[src/rtl/change_pkg.sv]
// Shared types for the change dispenser: FSM states, coin denomination codes
// and their unit values.
package change_pkg;

  typedef enum logic [2:0] {
    ST_IDLE   = 3'd0,
    ST_SELECT = 3'd1,
    ST_EMIT   = 3'd2,
    ST_GAP    = 3'd3,
    ST_FINISH = 3'd4
  } state_e;

  typedef enum logic [1:0] {
    DEN_NONE = 2'd0,
    DEN_1    = 2'd1,
    DEN_2    = 2'd2,
    DEN_5    = 2'd3
  } den_e;

  localparam logic [7:0] VAL_1 = 8'd1;
  localparam logic [7:0] VAL_2 = 8'd2;
  localparam logic [7:0] VAL_5 = 8'd5;

  function automatic logic [7:0] den_value(input den_e den);
    case (den)
      DEN_1:   return VAL_1;
      DEN_2:   return VAL_2;
      DEN_5:   return VAL_5;
      default: return 8'd0;
    endcase
  endfunction

endpackage

[src/rtl/coin_inventory.sv]
// Per-denomination coin counter: loads INV_INIT on reset or refill and counts
// down one per dispensed coin, never below zero.
module coin_inventory
  import change_pkg::*;
#(
  parameter int INV_W    = 6,
  parameter int INV_INIT = 20
) (
  input  logic             clk,
  input  logic             reset,
  input  logic             load,
  input  logic             dec,
  output logic [INV_W-1:0] count,
  output logic             empty
);

  localparam logic [INV_W-1:0] INIT_VAL = INV_W'(INV_INIT);
  localparam logic [INV_W-1:0] ONE_VAL  = {{(INV_W-1){1'b0}}, 1'b1};

  logic [INV_W-1:0] count_r;

  // Counter register with synchronous reload and guarded decrement.
  always_ff @(posedge clk) begin
    if (reset || load) begin
      count_r <= INIT_VAL;
    end else if (dec && (count_r != {INV_W{1'b0}})) begin
      count_r <= count_r - ONE_VAL;
    end else begin
      count_r <= count_r;
    end
  end

  assign count = count_r;
  assign empty = (count_r == {INV_W{1'b0}});

endmodule

[src/rtl/change_dispenser.sv]
// Change dispenser: accepts a change amount, pays it out greedily as 5/2/1
// coin pulses from tracked inventories and reports any unpaid remainder.
module change_dispenser
  import change_pkg::*;
#(
  parameter int INV_W      = 6,
  parameter int INV_INIT   = 20,
  parameter int GAP_CYCLES = 1
) (
  input  logic             clk,
  input  logic             reset,
  input  logic             rc_valid,
  input  logic [7:0]       rc_amount,
  output logic             rc_ready,
  input  logic             refill,
  output logic             coin_out,
  output logic [1:0]       coin_den,
  output logic             busy,
  output logic             done,
  output logic             short,
  output logic [7:0]       shortfall,
  output logic [INV_W-1:0] inv_hi,
  output logic [INV_W-1:0] inv_mid,
  output logic [INV_W-1:0] inv_lo
);

  localparam logic [7:0] GAP_LAST = (GAP_CYCLES > 0) ? 8'(GAP_CYCLES - 1) : 8'd0;

  state_e     state_r, state_next_s;
  logic [7:0] remaining_r, remaining_next_s;
  logic [7:0] gap_cnt_r, gap_cnt_next_s;
  den_e       sel_den_r, sel_den_next_s;
  den_e       pick_s;

  logic empty_hi_s, empty_mid_s, empty_lo_s;
  logic dec_hi_s, dec_mid_s, dec_lo_s;
  logic load_s;

  logic       rc_ready_r;
  logic       busy_r;
  logic       coin_out_r;
  logic [1:0] coin_den_r;
  logic       done_r;
  logic       short_r;
  logic [7:0] shortfall_r;

  // Refill only counts in IDLE; a coin leaves inventory at the end of EMIT.
  assign load_s    = refill && (state_r == ST_IDLE);
  assign dec_hi_s  = (state_r == ST_EMIT) && (sel_den_r == DEN_5);
  assign dec_mid_s = (state_r == ST_EMIT) && (sel_den_r == DEN_2);
  assign dec_lo_s  = (state_r == ST_EMIT) && (sel_den_r == DEN_1);

  coin_inventory #(.INV_W(INV_W), .INV_INIT(INV_INIT)) u_inv_hi (
    .clk(clk), .reset(reset), .load(load_s), .dec(dec_hi_s),
    .count(inv_hi), .empty(empty_hi_s)
  );

  coin_inventory #(.INV_W(INV_W), .INV_INIT(INV_INIT)) u_inv_mid (
    .clk(clk), .reset(reset), .load(load_s), .dec(dec_mid_s),
    .count(inv_mid), .empty(empty_mid_s)
  );

  coin_inventory #(.INV_W(INV_W), .INV_INIT(INV_INIT)) u_inv_lo (
    .clk(clk), .reset(reset), .load(load_s), .dec(dec_lo_s),
    .count(inv_lo), .empty(empty_lo_s)
  );

  // Greedy pick: largest coin that fits the remainder and is still in stock.
  always_comb begin
    pick_s = DEN_NONE;
    if ((remaining_r >= VAL_5) && !empty_hi_s) begin
      pick_s = DEN_5;
    end else if ((remaining_r >= VAL_2) && !empty_mid_s) begin
      pick_s = DEN_2;
    end else if ((remaining_r >= VAL_1) && !empty_lo_s) begin
      pick_s = DEN_1;
    end else begin
      pick_s = DEN_NONE;
    end
  end

  // Next-state logic for the payout sequencer.
  always_comb begin
    state_next_s     = state_r;
    remaining_next_s = remaining_r;
    gap_cnt_next_s   = gap_cnt_r;
    sel_den_next_s   = sel_den_r;
    case (state_r)
      ST_IDLE: begin
        if (rc_valid) begin
          remaining_next_s = rc_amount;
          state_next_s     = ST_SELECT;
        end else begin
          state_next_s = ST_IDLE;
        end
      end
      ST_SELECT: begin
        if (remaining_r == 8'd0) begin
          state_next_s = ST_FINISH;
        end else if (pick_s != DEN_NONE) begin
          sel_den_next_s = pick_s;
          state_next_s   = ST_EMIT;
        end else begin
          state_next_s = ST_FINISH;
        end
      end
      ST_EMIT: begin
        remaining_next_s = remaining_r - den_value(sel_den_r);
        if (GAP_CYCLES == 0) begin
          state_next_s = ST_SELECT;
        end else begin
          gap_cnt_next_s = 8'd0;
          state_next_s   = ST_GAP;
        end
      end
      ST_GAP: begin
        if (gap_cnt_r == GAP_LAST) begin
          state_next_s = ST_SELECT;
        end else begin
          gap_cnt_next_s = gap_cnt_r + 8'd1;
        end
      end
      ST_FINISH: begin
        state_next_s = ST_IDLE;
      end
      default: begin
        state_next_s = ST_IDLE;
      end
    endcase
  end

  // Sequencer state, remainder, gap counter and latched denomination.
  always_ff @(posedge clk) begin
    if (reset) begin
      state_r     <= ST_IDLE;
      remaining_r <= 8'd0;
      gap_cnt_r   <= 8'd0;
      sel_den_r   <= DEN_NONE;
    end else begin
      state_r     <= state_next_s;
      remaining_r <= remaining_next_s;
      gap_cnt_r   <= gap_cnt_next_s;
      sel_den_r   <= sel_den_next_s;
    end
  end

  // Outputs are flopped from the next state so they line up with the state they describe.
  always_ff @(posedge clk) begin
    if (reset) begin
      rc_ready_r  <= 1'b1;
      busy_r      <= 1'b0;
      coin_out_r  <= 1'b0;
      coin_den_r  <= DEN_NONE;
      done_r      <= 1'b0;
      short_r     <= 1'b0;
      shortfall_r <= 8'd0;
    end else begin
      rc_ready_r <= (state_next_s == ST_IDLE);
      busy_r     <= (state_next_s != ST_IDLE);
      coin_out_r <= (state_next_s == ST_EMIT);
      coin_den_r <= (state_next_s == ST_EMIT) ? sel_den_next_s : DEN_NONE;
      done_r     <= (state_next_s == ST_FINISH);
      if (state_next_s == ST_FINISH) begin
        short_r     <= (remaining_next_s != 8'd0);
        shortfall_r <= remaining_next_s;
      end else begin
        short_r     <= 1'b0;
        shortfall_r <= shortfall_r;
      end
    end
  end

  assign rc_ready  = rc_ready_r;
  assign busy      = busy_r;
  assign coin_out  = coin_out_r;
  assign coin_den  = coin_den_r;
  assign done      = done_r;
  assign short     = short_r;
  assign shortfall = shortfall_r;

endmodule
[config.mk]
export PLATFORM = sky130hd
export DESIGN_NAME = change_dispenser
export DESIGN_NICKNAME = d
export VERILOG_FILES = /design/src/rtl/change_pkg.sv /design/src/rtl/coin_inventory.sv /design/src/rtl/change_dispenser.sv
export SDC_FILE = /design/constraint.sdc
export NUM_CORES = 1
export LEC_CHECK = 0
export ABC_AREA = 0
export CAP_MARGIN = 0
export CORE_MARGIN = 8
export CORE_UTILIZATION = 54
export DETAILED_ROUTE_END_ITERATION = 10
export GPL_ROUTABILITY_DRIVEN = 0
export GPL_TIMING_DRIVEN = 0
export HOLD_SLACK_MARGIN = 0.15
export PLACE_DENSITY = 0.8
export SLEW_MARGIN = 10
export SYNTH_ARGS = -nofsm -noshare
export SYNTH_HDL_FRONTEND = slang
export SYNTH_HIERARCHICAL = 1
export SYNTH_SLANG_ARGS = --single-unit
[constraint.sdc]
create_clock -name clk -period 3.2 [get_ports clk]
set_input_delay 0.48 -clock clk [delete_from_list [all_inputs] [get_ports clk]]
set_output_delay 0.48 -clock clk [all_outputs]
set_load 0.02 [all_outputs]
==> metrics.txt <==
distinct cell type count after synthesis=55; arithmetic-cell share of the synthesized area counting full adders, half adders and majority gates=5.53%; worst-path maximum fanout=10; area inside the core boundary=5110 um2; via count of the first global-routing pass=2437; Overflow after GRT=0; number of nets with antenna violations after detailed routing=0; fill count=427; GRT Util Overall=17.3%; TritonCTS buffer count=5; total routed wirelength=6690 um; Final HPWL DP=4960 um; type of destination of the critical path=flop; total negative slack=0 ns; hold buffer count at cts=0; part of the cycle the worst path needs=87.5%; maximum clock frequency=0.357 GHz; Die Footprint=7860 um2; number of max-slew violations in the final report=0; Reg clk slew, reported paths=0.10 ns; share of synthesized area spent on multiplexers=6.10%; clock latency on the worst-skew pair=0.31 ns; maximum buffer depth of the clock tree=2; initial antenna violation count=0; main combinational cell family by area after synthesis=simple AND/OR/NAND/NOR gates; Mapped Cells=338; Hold/Removal Path Class=flop to flop; number of vias after detailed routing=2596; async set or reset register ratio after synthesis=0%; Synth warnings=6; Pre-antenna DRT Iters=4; CTS Sinks=54; TritonCTS clock tree=yes; xor and xnor area share after synthesis=1.54%; post-layout net count=413; outcome=completed; number of max-cap violations=0; setup repair after global routing missed its margin=no; Leak Pwr=1.30 nW; Clk Tree Root Cell=sky130_fd_sc_hd__clkbuf_8; number of buffers added on ports=44; Worst Setup Path Type=primary input to flop; top flip-flop cell by instance count after synthesis=sky130_fd_sc_hd__dfxtp_1; I/O Pins=45; post-synthesis net count=362; #FFs+latches synth=54; Worst Path Required=3.41 ns; critical-path cell list=clkdlybuf4s50_1 > buf_2 > nor4b_1 > o21bai_1 > o221a_2 > or4_1 > or3_1 > o21a_1; transition time of the tightest slew-check pin=0.886 ns; buffering stage count on the worst path with inverters included=2; largest net degree at the start of global routing=18; post-CTS setup buffer count=0; starting density of the core=55.8%; Worst path slowest cell=sky130_fd_sc_hd__clkdlybuf4s50_1; Hold Vio Cnt, Final=0; horizontal extent of the die=88.7 um; count of cells resized by post-cts repair=0; wire length of the first global-routing pass=10900 um; Max rail drop VDD=239 uV; 1st-iter DRT viols=122; via count normalized by instance count=5.64; antenna diode instance count=0; max_slew headroom=40.8%; setup slack after placement=0.229 ns; proportion of synthesized chip area in sequential cells=37.9%; PD cells=488 nW/um2; Post-synth EDFFs=0; final routed wire length divided by cell count=14.5 um; Area Overhead vs Synth=23.4%; simple-gate portion of the synthesized area=28.4%; clock period minus worst slack=2.80 ns; depth of the CTS H-tree=2; num rows=26; least setup slack across all paths after layout=0.399 ns; DIE HEIGHT=88.7 um; top cell family by delay on the critical path=simple AND/OR/NAND/NOR gates; signal arrival time at the worst endpoint=3.01 ns; Final Skew=0.0127 ns; area fraction in compound gates after synthesis=15.9%; number of design rule violations left after detail routing=0; synthesized area=2850 um2; Largest stage delay, worst path=0.52 ns; number of endpoints failing setup at the final stage=0; layout cells sized above 1=5.90%; average instance area after synthesis=8.43 um2; crit path launch type=primary input
[cell usage after synthesis, types with 2 or more instances]
cell type / count / share of area (%)
sky130_fd_sc_hd__a211o_1: 2 / 0.61
sky130_fd_sc_hd__a21boi_0: 3 / 0.79
sky130_fd_sc_hd__a21boi_1: 3 / 0.79
sky130_fd_sc_hd__a21o_1: 2 / 0.53
sky130_fd_sc_hd__a21oi_1: 16 / 2.8
sky130_fd_sc_hd__a31o_1: 3 / 0.92
sky130_fd_sc_hd__a31oi_1: 3 / 0.66
sky130_fd_sc_hd__buf_2: 2 / 0.35
sky130_fd_sc_hd__buf_6: 2 / 0.79
sky130_fd_sc_hd__clkbuf_1: 5 / 0.66
sky130_fd_sc_hd__dfxtp_1: 54 / 38
sky130_fd_sc_hd__ha_1: 11 / 4.8
sky130_fd_sc_hd__inv_1: 19 / 2.5
sky130_fd_sc_hd__mux2_2: 2 / 0.79
sky130_fd_sc_hd__mux2i_1: 14 / 4.9
sky130_fd_sc_hd__nand2_1: 24 / 3.2
sky130_fd_sc_hd__nand2b_1: 8 / 1.8
sky130_fd_sc_hd__nand3_1: 11 / 1.9
sky130_fd_sc_hd__nand4_1: 10 / 2.2
sky130_fd_sc_hd__nor2_1: 48 / 6.3
sky130_fd_sc_hd__nor2b_1: 11 / 2.4
sky130_fd_sc_hd__nor3_1: 8 / 1.4
sky130_fd_sc_hd__nor3b_1: 2 / 0.53
sky130_fd_sc_hd__nor4b_2: 2 / 1.1
sky130_fd_sc_hd__o21a_1: 3 / 0.79
sky130_fd_sc_hd__o21ai_0: 8 / 1.4
sky130_fd_sc_hd__o21ai_1: 4 / 0.70
sky130_fd_sc_hd__o22ai_1: 2 / 0.44
sky130_fd_sc_hd__o31ai_1: 9 / 2.4
sky130_fd_sc_hd__or2_2: 2 / 0.44
sky130_fd_sc_hd__or3_1: 14 / 3.1
sky130_fd_sc_hd__or4_1: 2 / 0.53
sky130_fd_sc_hd__or4b_1: 3 / 1.1
sky130_fd_sc_hd__xor2_1: 5 / 1.5
[through the flow]
step           cell area [um2]  cells  power [mW]  hold WS, ns  util (%)
2_1_floorplan             2850    338        1.07        0.453         -
4_1_cts                   3520    460        1.72        0.492      68.8
3_5_place_dp              3380    452        1.18        0.477      66.1
3_3_place_gp              3380    452        1.17        0.470      66.1
6_report                  3520    460        1.72        0.492      68.8
5_1_grt                   3520    460        1.80        0.530      68.8
[power breakdown]
group / leakage, nW / switching [mW] / internal (mW) / total [mW]
Combinational: 0.797 / 0.242 / 0.188 / 0.430
Clock: 0.0683 / 0.226 / 0.313 / 0.539
Sequential: 0.439 / 0.0381 / 0.709 / 0.747
[cells by family after synthesis]
family                   count (synthesis)
adder cells (fa/ha/maj)                 12
multiplexers                            17
buffers and inverters                   29
AND/OR/NAND/NOR                        154
flip-flops                              54
AO/OA/AOI/OAI                           67
XOR/XNOR                                 5
[worst reg2reg max path, cell delays in order (launching register included)]
cell	delay, ns
sky130_fd_sc_hd__dfxtp_1	0.41
sky130_fd_sc_hd__ha_1	0.20
sky130_fd_sc_hd__inv_1	0.06
sky130_fd_sc_hd__fa_1	0.40
sky130_fd_sc_hd__a211o_1	0.32
sky130_fd_sc_hd__mux2i_1	0.21
sky130_fd_sc_hd__nor3_1	0.12
sky130_fd_sc_hd__or4_1	0.40
sky130_fd_sc_hd__or3_1	0.38
sky130_fd_sc_hd__o21a_1	0.18
[state kept, by name, indices dropped and copies added, names as in the netlist]
| name | count |
|---|---|
| gap_cnt_r | 8 |
| remaining_r | 8 |
| shortfall | 8 |
| u_inv_hi/count | 6 |
| u_inv_lo/count | 6 |
| u_inv_mid/count | 6 |
| state_r | 3 |
| coin_den | 2 |
| sel_den_r | 2 |
| busy | 1 |
| coin_out | 1 |
| done | 1 |
| rc_ready | 1 |
| short | 1 |
[placed cells by master, fill, tap and decap left out, drive strengths merged, types with 6 or more instances in the layout]
cell type,n
clkdlybuf4s50,44
nand2b,8
ha,11
o31ai,9
nand3,11
a21boi,6
or3,15
nand4,10
dfxtp,54
inv,19
nor2b,11
clkbuf,10
nor3,8
mux2i,14
nor2,48
nand2,24
a21oi,17
o21ai,12
[area by class of cell]
class	count	area, um2	area share [%]
buffer	10	58.8	1.67
inverter	19	71.3	2.03
multi-input combinational	255	1640	46.6
timing repair buffer	44	440	12.5
tap	70	87.6	2.49
sequential	54	1080	30.7
clock buffer	5	68.8	1.96
clock inverter	3	68.8	1.96
[worst paths after layout]
| kind | startpoint | endpoint | slack, ns | cells after the start |
|---|---|---|---|---|
| max | rc_valid | short | 0.40 | 8 |
| min | gap_cnt_r[7] | gap_cnt_r[7] | 0.49 | 2 |
| max reg2reg | sel_den_r[0] | short | 0.44 | 9 |
| min reg2reg | gap_cnt_r[7] | gap_cnt_r[7] | 0.49 | 2 |
[per-layer routing]
layer / track usage (%) / vias up / wire length, um / share of wire (%)
met2: 29.5 / 62 / 3150 / 47
li1: - / 1299 / - / -
met3: 4.74 / 8 / 378 / 5.7
met1: 20.4 / 1227 / 3070 / 46
met5: 0 / - / 0 / 0
met4: 5.07 / 0 / 88 / 1.3
Power figures use the tool's default switching activity.
